==> config.mk <==
export PLATFORM = sky130hd
export DESIGN_NAME = multicycle_ctrl_flat
export DESIGN_NICKNAME = d
export VERILOG_FILES = /design/src/rtl/multicycle_ctrl_if.sv /design/src/rtl/multicycle_ctrl.sv /design/src/flat_wrapper.sv
export SDC_FILE = /design/constraint.sdc
export NUM_CORES = 1
export LEC_CHECK = 0
export CAP_MARGIN = 20
export CORE_AREA = 2 2 55 57
export CTS_BUF_LIST = sky130_fd_sc_hd__clkbuf_8
export DETAILED_ROUTE_END_ITERATION = 10
export DIE_AREA = 0 0 57 59
export PLACE_DENSITY = 0.77
export SYNTH_ARGS = -nofsm -noshare
export SYNTH_HDL_FRONTEND = slang
export SYNTH_SLANG_ARGS = --single-unit
export TNS_END_PERCENT = 30
==> constraint.sdc <==
create_clock -name clk -period 2.5 [get_ports clk]
set_input_delay 0.375 -clock clk [delete_from_list [all_inputs] [get_ports clk]]
set_output_delay 0.375 -clock clk [all_outputs]
set_load 0.03 [all_outputs]
==> src/rtl/multicycle_ctrl_if.sv <==
// Control bundle between the multicycle RV32I controller and its datapath.
// The master side is the controller. The slave side is the datapath, or the testbench.
interface multicycle_ctrl_if;
    logic [6:0] op;
    logic       zero;
    logic       pc_write;
    logic       adr_src;
    logic       mem_write;
    logic       ir_write;
    logic [1:0] result_src;
    logic [1:0] alu_src_a;
    logic [1:0] alu_src_b;
    logic [1:0] imm_src;
    logic       reg_write;
    logic [1:0] alu_op;
    logic       illegal_op;
    logic [3:0] state;

    modport master (
        input  op, zero,
        output pc_write, adr_src, mem_write, ir_write, result_src,
               alu_src_a, alu_src_b, imm_src, reg_write, alu_op,
               illegal_op, state
    );

    modport slave (
        output op, zero,
        input  pc_write, adr_src, mem_write, ir_write, result_src,
               alu_src_a, alu_src_b, imm_src, reg_write, alu_op,
               illegal_op, state
    );
endinterface

==> src/rtl/multicycle_ctrl.sv <==
// Main control FSM for the multicycle RV32I core (lw, sw, R-type, beq, jal).
// Define MULTICYCLE_CTRL_ITYPE_EN to add the I-type ALU path (EXECUTEI).
module multicycle_ctrl #(
    parameter int MEM_WAIT = 0
) (
    input  logic              clk,
    input  logic              rst_n,
    multicycle_ctrl_if.master bus
);

    typedef enum logic [3:0] {
        S_FETCH    = 4'd0,
        S_DECODE   = 4'd1,
        S_MEMADR   = 4'd2,
        S_MEMREAD  = 4'd3,
        S_MEMWB    = 4'd4,
        S_MEMWRITE = 4'd5,
        S_EXECUTER = 4'd6,
        S_ALUWB    = 4'd7,
        S_EXECUTEI = 4'd8,
        S_JAL      = 4'd9,
        S_BEQ      = 4'd10
    } state_t;

    typedef struct packed {
        logic       adr_src;
        logic       mem_write;
        logic       ir_write;
        logic [1:0] result_src;
        logic [1:0] alu_src_a;
        logic [1:0] alu_src_b;
        logic       reg_write;
        logic [1:0] alu_op;
        logic       pc_update;
        logic       branch;
    } ctrl_t;

    localparam logic [6:0] OP_LW   = 7'b0000011;
    localparam logic [6:0] OP_SW   = 7'b0100011;
    localparam logic [6:0] OP_R    = 7'b0110011;
    localparam logic [6:0] OP_I    = 7'b0010011;
    localparam logic [6:0] OP_BEQ  = 7'b1100011;
    localparam logic [6:0] OP_JAL  = 7'b1101111;
    localparam logic [3:0] WAIT_LAST = 4'(MEM_WAIT);

    state_t     state_reg;
    state_t     state_next;
    logic [3:0] cnt_reg;
    logic [3:0] cnt_next;
    ctrl_t      ctrl_reg;
    logic       wait_last;
    logic       op_known;

    // Moore outputs of a state. The strobes of the waited states fire only on
    // their final cycle.
    function automatic ctrl_t decode_ctrl(input state_t s, input logic last);
        ctrl_t c;
        c = '0;
        case (s)
            S_FETCH: begin
                c.alu_src_b  = 2'b10;
                c.result_src = 2'b10;
                c.ir_write   = last;
                c.pc_update  = last;
            end
            S_DECODE: begin
                c.alu_src_a = 2'b01;
                c.alu_src_b = 2'b01;
            end
            S_MEMADR: begin
                c.alu_src_a = 2'b10;
                c.alu_src_b = 2'b01;
            end
            S_MEMREAD: c.adr_src = 1'b1;
            S_MEMWB: begin
                c.result_src = 2'b01;
                c.reg_write  = 1'b1;
            end
            S_MEMWRITE: begin
                c.adr_src   = 1'b1;
                c.mem_write = last;
            end
            S_EXECUTER: begin
                c.alu_src_a = 2'b10;
                c.alu_op    = 2'b10;
            end
`ifdef MULTICYCLE_CTRL_ITYPE_EN
            S_EXECUTEI: begin
                c.alu_src_a = 2'b10;
                c.alu_src_b = 2'b01;
                c.alu_op    = 2'b10;
            end
`endif
            S_ALUWB: c.reg_write = 1'b1;
            S_JAL: begin
                c.alu_src_a = 2'b01;
                c.alu_src_b = 2'b10;
                c.pc_update = 1'b1;
            end
            S_BEQ: begin
                c.alu_src_a = 2'b10;
                c.alu_op    = 2'b01;
                c.branch    = 1'b1;
            end
            default: ;
        endcase
        return c;
    endfunction

    always_comb begin
        op_known = 1'b0;
        case (bus.op)
            OP_LW, OP_SW, OP_R, OP_BEQ, OP_JAL: op_known = 1'b1;
`ifdef MULTICYCLE_CTRL_ITYPE_EN
            OP_I: op_known = 1'b1;
`endif
            default: op_known = 1'b0;
        endcase
    end

    assign wait_last = (cnt_reg == WAIT_LAST);

    always_comb begin
        state_next = state_reg;
        case (state_reg)
            S_FETCH:    if (wait_last) state_next = S_DECODE;
            S_DECODE: begin
                case (bus.op)
                    OP_LW, OP_SW: state_next = S_MEMADR;
                    OP_R:         state_next = S_EXECUTER;
                    OP_BEQ:       state_next = S_BEQ;
                    OP_JAL:       state_next = S_JAL;
`ifdef MULTICYCLE_CTRL_ITYPE_EN
                    OP_I:         state_next = S_EXECUTEI;
`endif
                    default:      state_next = S_FETCH;
                endcase
            end
            S_MEMADR:   state_next = (bus.op == OP_LW) ? S_MEMREAD : S_MEMWRITE;
            S_MEMREAD:  if (wait_last) state_next = S_MEMWB;
            S_MEMWRITE: if (wait_last) state_next = S_FETCH;
            S_EXECUTER: state_next = S_ALUWB;
`ifdef MULTICYCLE_CTRL_ITYPE_EN
            S_EXECUTEI: state_next = S_ALUWB;
`endif
            S_JAL:      state_next = S_ALUWB;
            S_MEMWB, S_ALUWB, S_BEQ: state_next = S_FETCH;
            default:    state_next = S_FETCH;
        endcase
        // The state only holds in a waited state, so the counter needs no other guard.
        cnt_next = (state_next == state_reg) ? cnt_reg + 4'd1 : 4'd0;
    end

    // The outputs are registered from the next state, so they line up with state_reg.
    always_ff @(posedge clk or negedge rst_n) begin
        if (!rst_n) begin
            state_reg <= S_FETCH;
            cnt_reg   <= 4'd0;
            ctrl_reg  <= decode_ctrl(S_FETCH, WAIT_LAST == 4'd0);
        end else begin
            state_reg <= state_next;
            cnt_reg   <= cnt_next;
            ctrl_reg  <= decode_ctrl(state_next, cnt_next == WAIT_LAST);
        end
    end

    always_comb begin
        case (bus.op)
            OP_SW:   bus.imm_src = 2'b01;
            OP_BEQ:  bus.imm_src = 2'b10;
            OP_JAL:  bus.imm_src = 2'b11;
            default: bus.imm_src = 2'b00;
        endcase
    end

    assign bus.pc_write   = ctrl_reg.pc_update | (ctrl_reg.branch & bus.zero);
    assign bus.adr_src    = ctrl_reg.adr_src;
    assign bus.mem_write  = ctrl_reg.mem_write;
    assign bus.ir_write   = ctrl_reg.ir_write;
    assign bus.result_src = ctrl_reg.result_src;
    assign bus.alu_src_a  = ctrl_reg.alu_src_a;
    assign bus.alu_src_b  = ctrl_reg.alu_src_b;
    assign bus.reg_write  = ctrl_reg.reg_write;
    assign bus.alu_op     = ctrl_reg.alu_op;
    assign bus.illegal_op = (state_reg == S_DECODE) && !op_known;
    assign bus.state      = state_reg;

endmodule

==> src/flat_wrapper.sv <==
// flat-port wrapper written by rule: the top's interface ports become plain ports
module multicycle_ctrl_flat 
#(
    parameter int MEM_WAIT = 0
)
  (clk, rst_n, bus_op, bus_zero, bus_pc_write, bus_adr_src, bus_mem_write, bus_ir_write, bus_result_src, bus_alu_src_a, bus_alu_src_b, bus_imm_src, bus_reg_write, bus_alu_op, bus_illegal_op, bus_state);
  multicycle_ctrl_if bus_i ();
  input  logic clk;
  input  logic rst_n;
  input wire logic [$bits(bus_i.op)-1:0] bus_op;
  input wire logic [$bits(bus_i.zero)-1:0] bus_zero;
  output wire logic [$bits(bus_i.pc_write)-1:0] bus_pc_write;
  output wire logic [$bits(bus_i.adr_src)-1:0] bus_adr_src;
  output wire logic [$bits(bus_i.mem_write)-1:0] bus_mem_write;
  output wire logic [$bits(bus_i.ir_write)-1:0] bus_ir_write;
  output wire logic [$bits(bus_i.result_src)-1:0] bus_result_src;
  output wire logic [$bits(bus_i.alu_src_a)-1:0] bus_alu_src_a;
  output wire logic [$bits(bus_i.alu_src_b)-1:0] bus_alu_src_b;
  output wire logic [$bits(bus_i.imm_src)-1:0] bus_imm_src;
  output wire logic [$bits(bus_i.reg_write)-1:0] bus_reg_write;
  output wire logic [$bits(bus_i.alu_op)-1:0] bus_alu_op;
  output wire logic [$bits(bus_i.illegal_op)-1:0] bus_illegal_op;
  output wire logic [$bits(bus_i.state)-1:0] bus_state;
  assign bus_i.op = bus_op;
  assign bus_i.zero = bus_zero;
  assign bus_pc_write = bus_i.pc_write;
  assign bus_adr_src = bus_i.adr_src;
  assign bus_mem_write = bus_i.mem_write;
  assign bus_ir_write = bus_i.ir_write;
  assign bus_result_src = bus_i.result_src;
  assign bus_alu_src_a = bus_i.alu_src_a;
  assign bus_alu_src_b = bus_i.alu_src_b;
  assign bus_imm_src = bus_i.imm_src;
  assign bus_reg_write = bus_i.reg_write;
  assign bus_alu_op = bus_i.alu_op;
  assign bus_illegal_op = bus_i.illegal_op;
  assign bus_state = bus_i.state;
  multicycle_ctrl #(.MEM_WAIT(MEM_WAIT)) u_core (.clk(clk), .rst_n(rst_n), .bus(bus_i));
endmodule
==> results.yml <==
drt:
  detail_route.first_pass.iterations: 4
  viasPerCell: 5.63
  drt_iter0_markers: 35
  ant_nets: 0
  drt_wl_total_um: 2970
  drc_errors: 0
  route.detailed.wl_per_inst_um: 15.3
  via_count: 1092
yosys:
  synthDistinctLibCells: 47
  yosys_warnings: 0
  synthesis.nets: 137
  syn-instance-count: 125
  yosys_register_bits: 21
  syn-mean-instance-area_um2: 9.92
  ys_seq_area_share_pct: 42.8
  post_synth_instance_area_um2: 1240
timing:
  timing_max_transition_violations_final: 0
  unrepaired_setup_endpoints_after_global_routing: "yes"
  worst_hold_slack_ps: 445
  max_freq_ghz: 0.408
  fin_crit_ps: 2450
  timing.clock.skew_ps: 2.80
  hold_viol_final: 0
  worstMarginPinSlew_ps: 430
  post-route-period-util_pct: 98.1
  slew-limit-headroom_pct: 70.9
  setup_viol_count_final: 0
final_layout:
  nets: 176
  final_layout_size_suffix_gt1_share_pct: 25.2
  post-route-util_pct: 62.6
  mostFrequentLayoutCells: "sky130_fd_sc_hd__clkdlybuf4s50_1 (26), sky130_fd_sc_hd__buf_4 (21), sky130_fd_sc_hd__dfrtp_1 (17), sky130_fd_sc_hd__nor3_1 (11), sky130_fd_sc_hd__inv_1 (9)"
  synthToLayoutAreaGrowth_pct: 36.7
  insertedDiodeCount: 0
  fin_area_um2: 1700
  layout.cells.most_common: "sky130_fd_sc_hd__clkdlybuf4s50_1"
  finish.cell_count_without_fillers: 194
hold_path:
  timing.hold.worst.class: "primary input to asynchronous set/reset pin"
floorplan:
  chipWidth_um: 57
  design.portCount: 30
  initial_utilization_pct: 45.8
  placementRows: 19
  floorplan.die_area_um2: 3360
  die_height_um: 59
  fp.coreArea_um2: 2710
global_route:
  grt_pass1_wl_um: 4910
  grt_start_max_net_pins: 22
  via_count_of_the_first_global_routing_pass: 1058
  grt-ovfl-total: 0
  grt_antenna_before_repair: 0
  grt_usage_pct: 19.1
placement:
  port_buffers: 29
  dp_hpwl_um: 2180
  numPlacedInstances: 189
  gp_congestion: 0.804
  placement.cell_area_um2: 1600
cts:
  cts.path.max_buffers: 2
  clock_latency_ps: 270
  cts_sinks: 21
  numCtsBuffers: 3
  clk_pin_slew_worst_paths_ps: 70
  clk_root_buffer_cell: "sky130_fd_sc_hd__clkbuf_8"
  htree_num_levels: 1
  cts_tree: "built"
worst_setup_path:
  timing.critical_path.arrival_ps: 2620
  critical_path_required_ps: 2670
  worstReg2RegStart: "u_core.cnt_reg[0]$_DFF_PN0_"
  critPathMaxFanout: 6
  startpoint: "bus_op[1]"
  startpoint_class: "primary input"
  end_kind: "flip-flop"
  worst_setup_path_class: "primary input to flip-flop"
power_and_ir_drop:
  worst_ir_drop_on_vdd_v: 0.000671
  power_density_nw_per_um2: 948
  power_leakage_nw: 0.752
outcome:
  status: "complete, no violations"
run:
  maxCapViolCount: 0
## power breakdown
part | internal, mW | switching (mW)
Sequential | 0.444 | 0.0662
Combinational | 0.407 | 0.468
Clock | 0.110 | 0.113
Total | 0.961 | 0.647
## final timing paths
path                                                end  slack, ps  cells after the start
max                         u_core.cnt_reg[2]$_DFF_PN0_         50                      7
min                         u_core.cnt_reg[1]$_DFF_PN0_        450                      2
max reg2reg                 u_core.cnt_reg[2]$_DFF_PN0_         80                      8
min reg2reg                 u_core.cnt_reg[0]$_DFF_PN0_        530                      1
max in group asynchronous  u_core.ctrl_reg[1]$_DFF_PN1_       1790                      2
min in group clk            u_core.cnt_reg[0]$_DFF_PN0_        530                      1
## worst max-delay path, stage by stage
cell and delay, ps:
sky130_fd_sc_hd__clkdlybuf4s50_1 550, sky130_fd_sc_hd__nand4bb_4 130, sky130_fd_sc_hd__or4_4 440, sky130_fd_sc_hd__and3_1 200, sky130_fd_sc_hd__or4_4 480, sky130_fd_sc_hd__xnor2_4 190
sky130_fd_sc_hd__nor4_2 260
## metal layers
layer | vias to the layer above | routed length (um) | global-route usage, %
met1 | 509 | 1210 | 22.7
met5 | - | 0 | 0
met2 | 54 | 1550 | 34.5
met3 | 7 | 147 | 2.62
li1 | 522 | - | -
met4 | 0 | 54 | 8.64
## cell families (layout without fill, tap and decap cells)
kind of cell	Yosys count	count (layout)	share of synthesized area, %
simple gates	54	54	28.8
flops	21	21	42.8
buf+inv	21	59	9.49
compound gates	20	20	11.2
xor+xnor	5	5	4.14
fa+ha+maj	3	3	2.83
mux	1	1	0.807
## cell usage after synthesis, drive strengths merged
| master | n | share of area (%) |
|---|---|---|
| a211o | 2 | 1.4 |
| a211oi | 1 | 0.61 |
| a21o | 2 | 1.2 |
| a21oi | 6 | 2.4 |
| a31oi | 2 | 1.0 |
| and2 | 1 | 0.50 |
| and3 | 1 | 0.50 |
| buf | 10 | 6.2 |
| clkbuf | 3 | 0.91 |
| dfrtp | 17 | 34 |
| dfstp | 4 | 8.5 |
| ha | 2 | 2.0 |
| inv | 8 | 2.4 |
| maj3 | 1 | 0.81 |
| mux2i | 1 | 0.81 |
| nand2 | 3 | 0.91 |
| nand2b | 2 | 1.0 |
| nand3 | 4 | 1.6 |
| nand3b | 1 | 0.61 |
| nand4 | 1 | 0.50 |
| nand4b | 1 | 0.71 |
| nand4bb | 1 | 2.2 |
| nor2 | 6 | 1.8 |
| nor2b | 1 | 0.50 |
| nor3 | 11 | 4.4 |
| nor3b | 3 | 1.8 |
| nor4 | 7 | 4.7 |
| nor4bb | 1 | 0.81 |
| o211a | 1 | 0.81 |
| o211ai | 1 | 0.61 |
| o21a | 1 | 0.61 |
| o21ai | 1 | 0.40 |
| o21ba | 1 | 0.81 |
| o22a | 1 | 0.71 |
| o31ai | 1 | 0.61 |
| or2 | 1 | 0.50 |
| or3 | 5 | 2.7 |
| or3b | 1 | 0.71 |
| or4 | 3 | 2.1 |
| xnor2 | 3 | 2.7 |
| xor2 | 2 | 1.4 |
## metrics by stage
stage | worst slack, ps | power, mW | TNS (ps)
5_1_grt | -30.7 | 1.70 | -33.7
3_3_place_gp | -237 | 1.32 | -1730
4_1_cts | 22.7 | 1.59 | 0
6_report | 48.3 | 1.61 | 0
3_5_place_dp | -418 | 1.34 | -2450
2_1_floorplan | 181 | 1.08 | 0
## timing repair
action                                  4_1_cts  5_1_grt
buffers inserted                              1        0
endpoints found under the hold margin         0        0
hold buffers                                  0        0
pin swaps                                     2        2
resized for setup                             4        3
endpoints found under the setup margin        3        9
## area by class of cell
type	count	area, um^2
clock inverters	1	3.75
fillers	237	1010
repair buffers	47	418
inverters	8	30.0
multi-input cells	83	633
well taps	31	38.8
flip-flops and latches	21	531
clock buffers	3	41.3
No activity file was read; power rests on OpenSTA's default activity.
